===== src/rtl/op_issuer.sv =====
// Command sequencer for the matrix controller: buffers host commands in a FIFO and
// expands each into a timed operation/in_data stream (held matmul, paced page write).
module op_issuer #(
  parameter int FIFO_DEPTH = 4,
  parameter int MM_HOLD    = 64,
  parameter int MM_DRAIN   = 16,
  parameter int WR_LEN     = 32
) (
  input  logic        clk,
  input  logic        reset,
  input  logic        enable,
  input  logic        cmd_valid,
  output logic        cmd_ready,
  input  logic [31:0] cmd_word,
  input  logic        data_valid,
  output logic        data_ready,
  input  logic [31:0] data_word,
  output logic [31:0] operation,
  output logic [31:0] in_data,
  output logic        busy,
  output logic        err
);

  localparam int AW   = $clog2(FIFO_DEPTH);
  localparam int CMX0 = (MM_HOLD > MM_DRAIN) ? MM_HOLD : MM_DRAIN;
  localparam int CMAX = (CMX0 > WR_LEN) ? CMX0 : WR_LEN;
  localparam int CW   = $clog2(CMAX + 1);

  localparam logic [3:0] OP_NOP = 4'd0;
  localparam logic [3:0] OP_MM  = 4'd1;
  localparam logic [3:0] OP_WR  = 4'd2;

  typedef struct packed {
    logic [11:0] rsvd;
    logic [3:0]  d;
    logic [3:0]  c;
    logic [3:0]  b;
    logic [3:0]  a;
    logic [3:0]  opcode;
  } cmd_t;

  typedef enum logic [2:0] {
    S_IDLE,
    S_MM_RUN,
    S_MM_DRN,
    S_WR_RUN,
    S_GAP
  } state_t;

  state_t         state;
  logic [CW-1:0]  cnt;
  cmd_t           cur;

  cmd_t           mem [FIFO_DEPTH];
  logic [AW:0]    wr_ptr, rd_ptr;
  logic           full, empty, push, pop, data_hs;
  cmd_t           head;

  // Extra pointer bit distinguishes full from empty when the index bits match.
  assign empty = (wr_ptr == rd_ptr);
  assign full  = (wr_ptr[AW] != rd_ptr[AW]) && (wr_ptr[AW-1:0] == rd_ptr[AW-1:0]);
  assign head  = mem[rd_ptr[AW-1:0]];

  assign cmd_ready  = reset && enable && !full;
  assign data_ready = reset && enable && (state == S_WR_RUN);
  assign push       = cmd_valid && cmd_ready;
  assign pop        = reset && enable && (state == S_IDLE) && !empty;
  assign data_hs    = data_valid && data_ready;
  assign busy       = (state != S_IDLE) || !empty;

  always_ff @(posedge clk) begin
    if (push) mem[wr_ptr[AW-1:0]] <= cmd_t'(cmd_word);
  end

  always_ff @(posedge clk) begin
    if (!reset) begin
      wr_ptr <= '0;
      rd_ptr <= '0;
    end else begin
      if (push) wr_ptr <= wr_ptr + 1'b1;
      if (pop)  rd_ptr <= rd_ptr + 1'b1;
    end
  end

  always_ff @(posedge clk) begin
    if (!reset) begin
      state     <= S_IDLE;
      cnt       <= '0;
      cur       <= '0;
      operation <= '0;
      in_data   <= '0;
      err       <= 1'b0;
    end else if (enable) begin
      case (state)
        S_IDLE: begin
          operation <= '0;
          if (!empty) begin
            cur <= head;
            case (head.opcode)
              OP_MM: begin
                state     <= S_MM_RUN;
                operation <= head;
                cnt       <= CW'(MM_HOLD - 1);
              end
              OP_WR: begin
                state <= S_WR_RUN;
                cnt   <= CW'(WR_LEN);
              end
              OP_NOP: ;
              default: err <= 1'b1;
            endcase
          end
        end
        S_MM_RUN: begin
          if (cnt == '0) begin
            state     <= S_MM_DRN;
            operation <= '0;
            cnt       <= CW'(MM_DRAIN - 1);
          end else begin
            cnt <= cnt - CW'(1);
          end
        end
        S_MM_DRN: begin
          operation <= '0;
          if (cnt == '0) state <= S_IDLE;
          else           cnt   <= cnt - CW'(1);
        end
        S_WR_RUN: begin
          // A cycle without a data word is a bubble: no write, in_data keeps its value.
          if (data_hs) begin
            operation <= cur;
            in_data   <= data_word;
            cnt       <= cnt - CW'(1);
            if (cnt == CW'(1)) state <= S_GAP;
          end else begin
            operation <= '0;
          end
        end
        S_GAP: begin
          operation <= '0;
          state     <= S_IDLE;
        end
        default: state <= S_IDLE;
      endcase
    end
  end

endmodule


===== config.mk =====
export PLATFORM = sky130hd
export DESIGN_NAME = op_issuer
export DESIGN_NICKNAME = d
export VERILOG_FILES = /design/src/rtl/op_issuer.sv
export SDC_FILE = /design/constraint.sdc
export NUM_CORES = 1
export LEC_CHECK = 0
export BUFFER_PORTS_ARGS = -buffer_cell sky130_fd_sc_hd__buf_2
export CORE_MARGIN = 2
export CORE_UTILIZATION = 32
export CTS_CLUSTER_DIAMETER = 150
export DETAILED_ROUTE_END_ITERATION = 12
export PLACE_DENSITY_LB_ADDON = 0.3
export SYNTH_ARGS = -nofsm -noshare
export SYNTH_HDL_FRONTEND = slang
export SYNTH_SLANG_ARGS = --single-unit

===== constraint.sdc =====
create_clock -name clk -period 2.3 [get_ports clk]
set_input_delay 0.115 -clock clk [delete_from_list [all_inputs] [get_ports clk]]
set_output_delay 0.115 -clock clk [all_outputs]
set_load 0.1 [all_outputs]

# [Word level (Yosys, flattened, before mapping)]
# Memories as Yosys holds them, arrays and structs flattened. A register that Yosys moved wholly into a read port is not among the register bits.
# Cells that the tools add are included.
[totals] reg_bits=113 mem_bits_rw=128 in_bits=69 output_inout_bits=68 wordCells=83 memories=1
[op_classes] addsub=3 eq_ne=17 muxes=22 bitwise_logic=2 n_reduce_logical=25
[mem_list] name="mem" depth=4 width=32 read_ports=1 rd_ports_with_merged_regs=1 write_ports=1 line="54" source="cmd_t mem [FIFO_DEPTH];"
[ops] operator="two-way mux 32 bit" n=4
[ops] operator="one-hot mux 32 bit (4 select lines)" n=1
[ops] operator="two-way mux 7 bit" n=4
[ops] operator="one-hot mux 7 bit (4 select lines)" n=1
[ops] operator="two-way mux 3 bit" n=5
[ops] operator="one-hot mux 7 bit (2 select lines)" n=1
[ops] operator="one-hot mux 3 bit (4 select lines)" n=1
[ops] operator="inequality test 2 bit (second input constant)" n=5
[ops] operator="AND reduction 3 bit" n=3
[ops] operator="logical AND 1 bit" n=8
[ops] operator="nonzero test 4 bit" n=2
[ops] operator="== test 7 x 1 -> 1 bit (second input constant)" n=1
[ops] operator="zero test 7 bit" n=1
[ops] operator="AND reduction 7 bit" n=1
[ops] operator="subtractor 7 x 1 -> 7 bit (second input constant)" n=1
[ops] operator="adder 3 x 1 -> 3 bit (second input constant)" n=2
[ops] operator="== test 3 x 2 -> 1 bit (second input constant)" n=2
[ops] operator="one-hot mux 3 bit (2 select lines)" n=1
[ops] operator="AND reduction 6 bit" n=1
[ops] operator="== test 4 x 1 -> 1 bit (second input constant)" n=1
[ops] operator="== test 4 x 2 -> 1 bit (second input constant)" n=1
[ops] operator="zero test 4 bit" n=1
[ops] operator="two-way mux 2 bit" n=2
[ops] operator="AND reduction 4 bit" n=1
[ops] operator="15 further kinds" n=18

# [Longest topological paths before layout]
# Gate-level depths: netlist of run 1.
[logic_depth] depth_word=7 ltp_mapped=9 ltp_nobuf=7

# [Worst setup path after synthesis of run 1]
# OpenSTA, ideal clock, no wires.
[synth_path] kind="register -> register" start="reg wr_ptr[1]" end="mem mem[3][0] in the netlist's numbering, enable pin" setup_time_ns=0.394 arrival_time_ns=2.082 required_time_ns=1.906 slack_ns=-0.176 path_stages_with_launch=4 path_buffers=0 synth_period_minus_slack_ns=2.476 path_cell_list="dfxtp_1 -> xnor2_1 -> a311oi_1 -> and2_1"
[synth_via] elab_chain_cells=7
[synth_rtl] item="start, declared" line="55" source="logic [AW:0] wr_ptr, rd_ptr;"
[synth_rtl] item="start signal, assigned" line="80" source="if (push) wr_ptr <= wr_ptr + 1'b1;"
[synth_rtl] item="== test 2 bit" line="61" source="assign full = (wr_ptr[AW] != rd_ptr[AW]) && (wr_ptr[AW-1:0] == rd_ptr[AW-1:0]);"
[synth_rtl] item="logical AND 1 bit" line="61"
[synth_rtl] item="zero test 1 bit" line="64" source="assign cmd_ready = reset && enable && !full;"
[synth_rtl] item="logical AND 1 bit" line="64"
[synth_rtl] item="logical AND 1 bit" line="66" source="assign push = cmd_valid && cmd_ready;"
[synth_rtl] item="two-way mux 1 bit" line="72" source="if (push) mem[wr_ptr[AW-1:0]] <= cmd_t'(cmd_word);"
[synth_rtl] item="two-way mux 1 bit (implied by the code)" line="72"
[synth_rtl] item="end, declared" line="54"
# Parallel ways exist; a longest one is shown, timed or not.

==> results.yml, run 1 <==
outcome:
  status: "completed"
critical_path:
  rrSetupSlack_ps: 10
  path_cells: "mux4_2, a311oi_4, a311oi_4, or4b_1, o211a_1"
  cp_top_family: "compound AO/OA/AOI/OAI gates"
  slowest_delay_ps: 570
  critPathArrivalTime_ps: 2700
  crit_slowest_cell: "mux4_2"
  worst-setup-path-type: "flip-flop to flip-flop"
  crit_top_cell: "a311oi_4"
  cp.required_ps: 2710
  start_kind: "flip-flop"
  cp_max_fo: 8
  path_buf_inv: 0
  cp-end-kind: "flip-flop"
sta:
  setup_slack_ps: 10.4
  setup_viol: 0
  hold_viol_final: 0
  fin_crit_sh: 0.995
  fmax_ghz: 0.437
  slew_viol_final: 0
  rsz0062_at_grt: "yes"
  fin_skew_ps: 24.7
  min_period_ps: 2290
  worst_pin_slew_ps: 852
  slew_headroom: 0.432
synthesis:
  ys_seq_area_frac: 0.627
  synth_cell_type_count: 50
  synthSimpleGateAreaFrac: 0.135
  async_flop_share: 0
  synth-compound-area-share: 0.113
  syn_area_um2: 9810
  synth-xor-area-share: 0.0107
  avgSynthCellArea_um2: 12.6
  synthMuxAreaShare: 0.0766
  synth_warnings: 0
  yosysMostFrequentCell: "nand2_1"
  ys_top_cells_by_count: "nand2_1 (170), edfxtp_1 (128), dfxtp_1 (115), a21boi_0 (69), nand4_1 (57)"
  synth.area.top_cells: "edfxtp_1 (39%), dfxtp_1 (23%), mux4_2 (7.3%)"
  synth_top_area_share: 0.392
  synth_nets: 858
  synthAdderAreaFrac: 0.0102
  synth_edf_count: 128
  synth_top_flop_cell: "edfxtp_1"
  ys_ff_latch: 243
  yosys.area.top_type: "edfxtp_1"
  synthCells: 781
  synth_top_family_by_area: "simple AND/OR/NAND/NOR gates"
routing:
  drc: 0
  finalWirelength_um: 24400
  drtAntennaViolNets: 0
  vias: 7031
  via_per_inst: 4.93
  routedWlPerCell_um: 17.1
  first_iter_violations: 399
  dr.pass1.iters: 4
die:
  start_util: 0.323
  core-area_um2: 30300
  num_rows: 64
  die_w_um: 179
  die_area_um2: 32100
  ios: 137
  die_h_um: 179
clocking:
  cts_max_path_buffers: 3
  clkSlewWorstSetupHoldPaths_ps: 60
  htreeDepth: 1
  clkLatencyLatePin_ps: 540
  cts_tree: "yes"
  clkSinkCount: 243
  cts_root_buf: "clkbuf_16"
  numCtsBuffers: 26
placement:
  io_buffers: 136
  hpwl_um: 15500
  post-place-ws_ps: -74.4
  place.gp.congestion: 0.790
power:
  pwr_density_cell_nw_per_um2: 786
  total_power_mw: 10.1
  ir_worst_vdd_mv: 0.572
  p_leak_nw: 4.92
cells_and_area:
  layout-drive-gt1-share: 0.274
  n_antenna_cell: 0
  nNetsFinal: 1086
  layout-area-overhead-vs-synth_pct: 31.0
  fillers: 2832
min_path:
  hold_path_class: "input port to flip-flop"
run:
  maxCapViolations: 0
grt:
  antenna_found_initial: 0
  grt_pass1_vias: 6836
  grt_max_degree: 93
  grt_pass1_wl_um: 37400
  track_usage: 0.149
  grt_overflow: 0
[worst paths after layout]
kind / from / endpoint / depth (start not counted)
worst max-delay path: flip-flop / cnt[3] / 5
worst min-delay path: cmd_valid / wr_ptr[1] / 6
worst max register to register: flip-flop / cnt[3] / 5
worst min register to register: in_data[7] / in_data[7] / 2
[kinds of logic (layout without fill, tap and decap cells)]
kind of cell / Yosys count / after routing
buffers and inverters: 67 / 315
adder cells (fa/ha/maj): 8 / 8
AND/OR/NAND/NOR: 281 / 281
AO/OA/AOI/OAI: 135 / 135
multiplexers: 35 / 35
XOR/XNOR: 12 / 12
flip-flops: 243 / 243
[worst reg2reg max path: stages, from the launching register on]
cell and delay (ps):
dfxtp_4 390, mux4_2 570, a311oi_4 340, a311oi_4 200
or4b_1 530, o211a_1 140
[through the flow]
| step | hold slack [ps] | instances | setup TNS, ps | instance area (um2) | utilization |
|---|---|---|---|---|---|
| 6_report | 161 | 1425 | 0 | 12800 | 0.423 |
| 5_1_grt | 175 | 1425 | -1070 | 12800 | 0.423 |
| 4_1_cts | 153 | 1418 | -20.4 | 12700 | 0.420 |
| 2_1_floorplan | 214 | 781 | 0 | 9820 | - |
| 3_5_place_dp | 331 | 1301 | -223 | 11200 | 0.371 |
| 3_3_place_gp | 333 | 1301 | -88.4 | 11200 | 0.371 |
[power by group]
group | switching (mW) | leakage (nW) | total [mW] | internal [mW]
logic | 0.901 | 2.44 | 1.48 | 0.584
registers | 0.0817 | 2.09 | 4.77 | 4.69
clock network | 1.64 | 0.391 | 3.84 | 2.20
total | 2.62 | 4.92 | 10.1 | 7.48
[per-layer routing]
layer	routed length, um	vias to the layer above	GRT usage
li1	-	3357	-
met5	0	-	0
met2	11600	222	0.255
met4	448	0	0.0335
met3	1380	32	0.0235
met1	10900	3420	0.198
[cell type report]
| class | instances | area (um2) | share of cell area |
|---|---|---|---|
| clock inverters | 13 | 70.1 | 0.00546 |
| repair buffers | 259 | 1890 | 0.147 |
| flip-flops and latches | 243 | 6150 | 0.479 |
| clock buffers | 35 | 724 | 0.0564 |
| inverters | 8 | 30.0 | 0.00234 |
| multi-input cells | 471 | 3490 | 0.271 |
| well taps | 396 | 495 | 0.0386 |
[cells in the final DEF, fill, tap and decap left out, types with 5 or more instances in the layout]
cell             n
nand2_1        170
buf_2          136
edfxtp_1       128
dfxtp_1        114
a21boi_0        69
dlygate4sd3_1   65
nand4_1         57
buf_4           47
mux4_2          32
o211a_1         32
clkbuf_16       26
buf_12           9
inv_1            8
and2_1           8
o21ai_0          8
ha_1             8
clkinv_1         8
xnor2_1          7
nor2_1           7
nor2b_1          6
nand3_1          5
clkbuf_1         5
[sequential cells by signal, summed over array words and instances, names as in the netlist, named ones only]
name       count
cur           32
in_data       32
cnt            7
wr_ptr         3
operation     32
mem          128
rd_ptr         3
state          3
err            1
[repair_timing]
action                                  4_1_cts  5_1_grt
hold endpoints to repair                    178        0
hold buffers                                 65        0
gates cloned                                  0        1
setup buffers                                 4        7
gates resized for setup                       4        9
pin swaps                                     3        7
endpoints found under the setup margin       11       27
(Power assumes the default switching activity.)
==> inputs of run 2 (changes only) <==
- CTS_BUF_LIST: default -> sky130_fd_sc_hd__clkbuf_8
==> results.yml, run 2 (synthesis results as in run 1) <==
die:
  core-area_um2: 30300
  start_util: 0.323
  num_rows: 64
  die_h_um: 179
  die_w_um: 179
  ios: 137
  die_area_um2: 32100
critical_path:
  cp.required_ps: 2710
  start_kind: "flip-flop"
  cp_max_fo: 8
  rrSetupSlack_ps: 7
  crit_top_cell: "a311oi_4"
  cp.depth: 5
  slowest_delay_ps: 570
  cp-end-kind: "flip-flop"
  rr_worst_depth: 5
  worst-setup-path-type: "flip-flop to flip-flop"
  crit_slowest_cell: "mux4_2"
  worstSetupEndpoint: "cnt[3]"
  cp_top_family: "compound AO/OA/AOI/OAI gates"
  path_buf_inv: 0
  r2r-end: "cnt[3]"
  path_cells: "mux4_2, a311oi_4, a311oi_4, or4b_1, o211a_1"
  critPathArrivalTime_ps: 2710
grt:
  grt_overflow: 0
  grt_pass1_wl_um: 37700
  grt_pass1_vias: 6940
  antenna_found_initial: 0
  track_usage: 0.152
  grt_max_degree: 93
sta:
  rsz0062_at_grt: "yes"
  fin_skew_ps: 22.9
  setup_viol: 0
  fin_crit_sh: 0.997
  fmax_ghz: 0.436
  tns_ps: 0
  hold_viol_final: 0
  worst_pin_slew_ps: 884
  slew_viol_final: 0
  slew_headroom: 0.411
  min_period_ps: 2290
run:
  maxCapViolations: 0
cells_and_area:
  final_common_cell: "nand2_1"
  fillers: 2827
  layout-area-overhead-vs-synth_pct: 31.0
  n_antenna_cell: 0
  final_cell_mix: "nand2_1 (170), buf_2 (136), edfxtp_1 (128), dfxtp_1 (114), a21boi_0 (69)"
  layout-drive-gt1-share: 0.281
  fin_area_um2: 12800
  largest_reg_flops: 128
  nNetsFinal: 1098
  utilization: 0.423
clocking:
  numCtsBuffers: 41
  cts_root_buf: "clkbuf_8"
  cts_max_path_buffers: 3
  cts_tree: "yes"
  clkLatencyLatePin_ps: 540
  clkSinkCount: 243
  clkSlewWorstSetupHoldPaths_ps: 60
  htreeDepth: 2
routing:
  routedWlPerCell_um: 17.2
  via_per_inst: 4.90
  finalWirelength_um: 24900
  vias: 7090
  first_iter_violations: 458
  drtAntennaViolNets: 0
  drc: 0
  dr.pass1.iters: 4
outcome:
  status: "completed"
power:
  pwr_density_cell_nw_per_um2: 777
  ir_worst_vdd_mv: 0.551
  p_leak_nw: 5.00
placement:
  placed_cell_area_um2: 11200
  place.gp.congestion: 0.790
  hpwl_um: 15500
  io_buffers: 136
min_path:
  hold_path_class: "input port to flip-flop"
run 2: cell type report:
class	count	area (um2)	area share
sequential	243	6150	0.479
tap	396	495	0.0386
multi-input combinational	471	3500	0.273
inverter	8	30.0	0.00234
clock buffer	46	633	0.0493
clock inverter	27	160	0.0125
timing repair buffer	256	1870	0.146
run 2: worst min-delay path: stages:
cell      delay, ps
buf_2            90
inv_1            50
a311oi_1         40
buf_4           150
a21oi_1         140
nor2b_1          50
run 2: how the worst min path moves through the flow:
stage	from	endpoint	cells after the start
final	cmd_valid	wr_ptr[1]	6
after global routing	enable	operation[18]	4
after CTS	enable	operation[0]	4
after detailed placement	cmd_word[3]	mem[1][3]	1
after global placement	cmd_word[13]	mem[3][13]	1
after floorplan	cmd_word[0]	mem[0][0]	0
run 2: through the flow:
stage          instances  hold slack, ps  power (mW)  setup slack [ps]
2_1_floorplan        781             214        5.76              3.44
3_3_place_gp        1301             333        6.21             -30.1
3_5_place_dp        1301             331        6.22             -74.4
4_1_cts             1443             136        10.1            0.0575
5_1_grt             1447             156        10.4             -60.6
6_report            1447             153        9.98              7.09
run 2: repair_timing:
| item | CTS | global route |
|---|---|---|
| setup buffers | 4 | 4 |
| setup endpoints to repair | 9 | 24 |
| pin swaps | 2 | 9 |
| resized for setup | 3 | 14 |
| cloned | 0 | 1 |
| hold endpoints to repair | 182 | 0 |
| hold buffers | 65 | 0 |
run 2: report_power, final:
part	leakage, nW	switching (mW)	total (mW)	internal (mW)
Combinational	2.43	0.910	1.49	0.582
Sequential	2.09	0.0822	4.78	4.69
Clock	0.482	1.66	3.71	2.05
Total	5.00	2.65	9.98	7.32
run 2: routing by layer:
metal / vias to the layer above / routed length, um / GRT usage
met2: 233 / 11700 / 0.254
li1: 3377 / - / -
met3: 51 / 1560 / 0.0310
met1: 3429 / 10900 / 0.195
met5: - / 0 / 0
met4: 0 / 632 / 0.0522
==> inputs of run 3 (changes only) <==
- RECOVER_POWER: default -> 100
==> results.yml, run 3 (synthesis results as in run 1) <==
clocking:
  clkSinkCount: 243
  clkSlewWorstSetupHoldPaths_ps: 60
  cts_tree: "yes"
  htreeDepth: 2
  cts_root_buf: "clkbuf_8"
  numCtsBuffers: 41
  clkLatencyLatePin_ps: 540
  cts_max_path_buffers: 3
critical_path:
  cp.required_ps: 2710
  critPathArrivalTime_ps: 2710
  start_kind: "flip-flop"
  worst-setup-path-type: "flip-flop to flip-flop"
  cp-end-kind: "flip-flop"
  cp_max_fo: 8
power:
  total_power_mw: 9.94
  pwr-share-clk: 0.373
  p_leak_nw: 4.61
  ir_worst_vdd_mv: 0.559
  power_switching_mw: 2.65
  pwr_density_cell_nw_per_um2: 788
  p_int_mw: 7.29
  combPwrFrac: 0.146
  pwr-share-seq: 0.481
  swShare: 0.267
grt:
  grt_pass1_wl_um: 37700
  grt_max_degree: 93
  track_usage: 0.152
  antenna_found_initial: 0
  grt_pass1_vias: 6940
  grt_overflow: 0
sta:
  slew_headroom: 0.181
  rsz0062_at_grt: "yes"
  fin_crit_sh: 0.998
  fin_skew_ps: 21.1
  holdWs_ps: 158
  worst_pin_slew_ps: 1230
  min_period_ps: 2290
  slew_viol_final: 0
  hold_viol_final: 0
  fmax_ghz: 0.436
  setup_viol: 0
placement:
  placed_cell_area_um2: 11200
  hpwl_um: 15500
  place.gp.congestion: 0.790
  io_buffers: 136
  post-place-cells: 1301
die:
  start_util: 0.323
  die_w_um: 179
  num_rows: 64
  die_area_um2: 32100
  core-area_um2: 30300
  ios: 137
  die_h_um: 179
cells_and_area:
  fin_area_um2: 12600
  stdcell_count: 1447
  nNetsFinal: 1098
  largest_reg_flops: 128
  final_common_cell: "nand2_1"
  final_cell_mix: "nand2_1 (170), edfxtp_1 (128), dfxtp_1 (114), clkbuf_1 (99), a21boi_0 (69)"
  utilization: 0.416
  layout-drive-gt1-share: 0.186
  n_antenna_cell: 0
  layout-area-overhead-vs-synth_pct: 28.7
routing:
  dr.pass1.iters: 5
  first_iter_violations: 437
  drc: 0
  via_per_inst: 4.91
  finalWirelength_um: 24800
  vias: 7105
  routedWlPerCell_um: 17.2
  drtAntennaViolNets: 0
outcome:
  status: "completed"
min_path:
  hold_path_class: "input port to flip-flop"
run:
  maxCapViolations: 0
==> run 3: stage by stage <==
stage / setup TNS, ps / worst slack [ps]
floorplan: 0 / 3.44
global placement: -88.4 / -30.1
detailed placement: -223 / -74.4
CTS: 0 / 0.0575
global route: -441 / -60.6
finish: 0 / 5.43
==> run 3: power by group through the flow <==
stage / Clock (mW) / Sequential, mW / Combinational, mW
2_1_floorplan: 0 / 5.07 / 0.694
3_3_place_gp: 0 / 4.87 / 1.34
3_5_place_dp: 0 / 4.87 / 1.35
4_1_cts: 3.82 / 4.78 / 1.46
5_1_grt: 4.04 / 4.79 / 1.56
6_report: 3.71 / 4.78 / 1.45
==> run 3: metal layers <==
metal / global-route usage / part of all wire / vias to the layer above
met1: 0.195 / 0.44 / 3435
met4: 0.0522 / 0.026 / 0
met3: 0.0310 / 0.067 / 52
met5: 0 / 0 / -
met2: 0.254 / 0.47 / 241
li1: - / - / 3377
==> run 3: timing repair <==
item,4_1_cts,5_1_grt
gates resized for setup,3,14
hold endpoints to repair,182,0
pin swaps,2,9
setup buffers,4,4
cloned,0,1
hold buffers,65,0
endpoints found under the setup margin,9,24
==> run 3: final cells by class <==
type,count,area [um2]
repair buffers,256,1660
inverters,8,30.0
flip-flops and latches,243,6150
clock inverters,27,160
clock buffers,46,633
multi-input cells,471,3490
well taps,396,495
fillers,2884,17700
==> run 3: path summary, 6_finish.rpt <==
kind | start | end | slack (ps) | cells past startpoint
worst min register to register | cur[3] | cur[3] | 460 | 2
worst max-delay path | flip-flop | cnt[3] | 5 | 5
worst min-delay path | cmd_valid | wr_ptr[1] | 160 | 6
worst max register to register | flip-flop | cnt[3] | 5 | 5
==> run 3: critical path, cell delays in order, from the launching register on <==
cell,delay (ps)
dfxtp_4,380
mux4_2,570
a311oi_4,390
a311oi_4,200
or4b_1,500
o211a_1,140
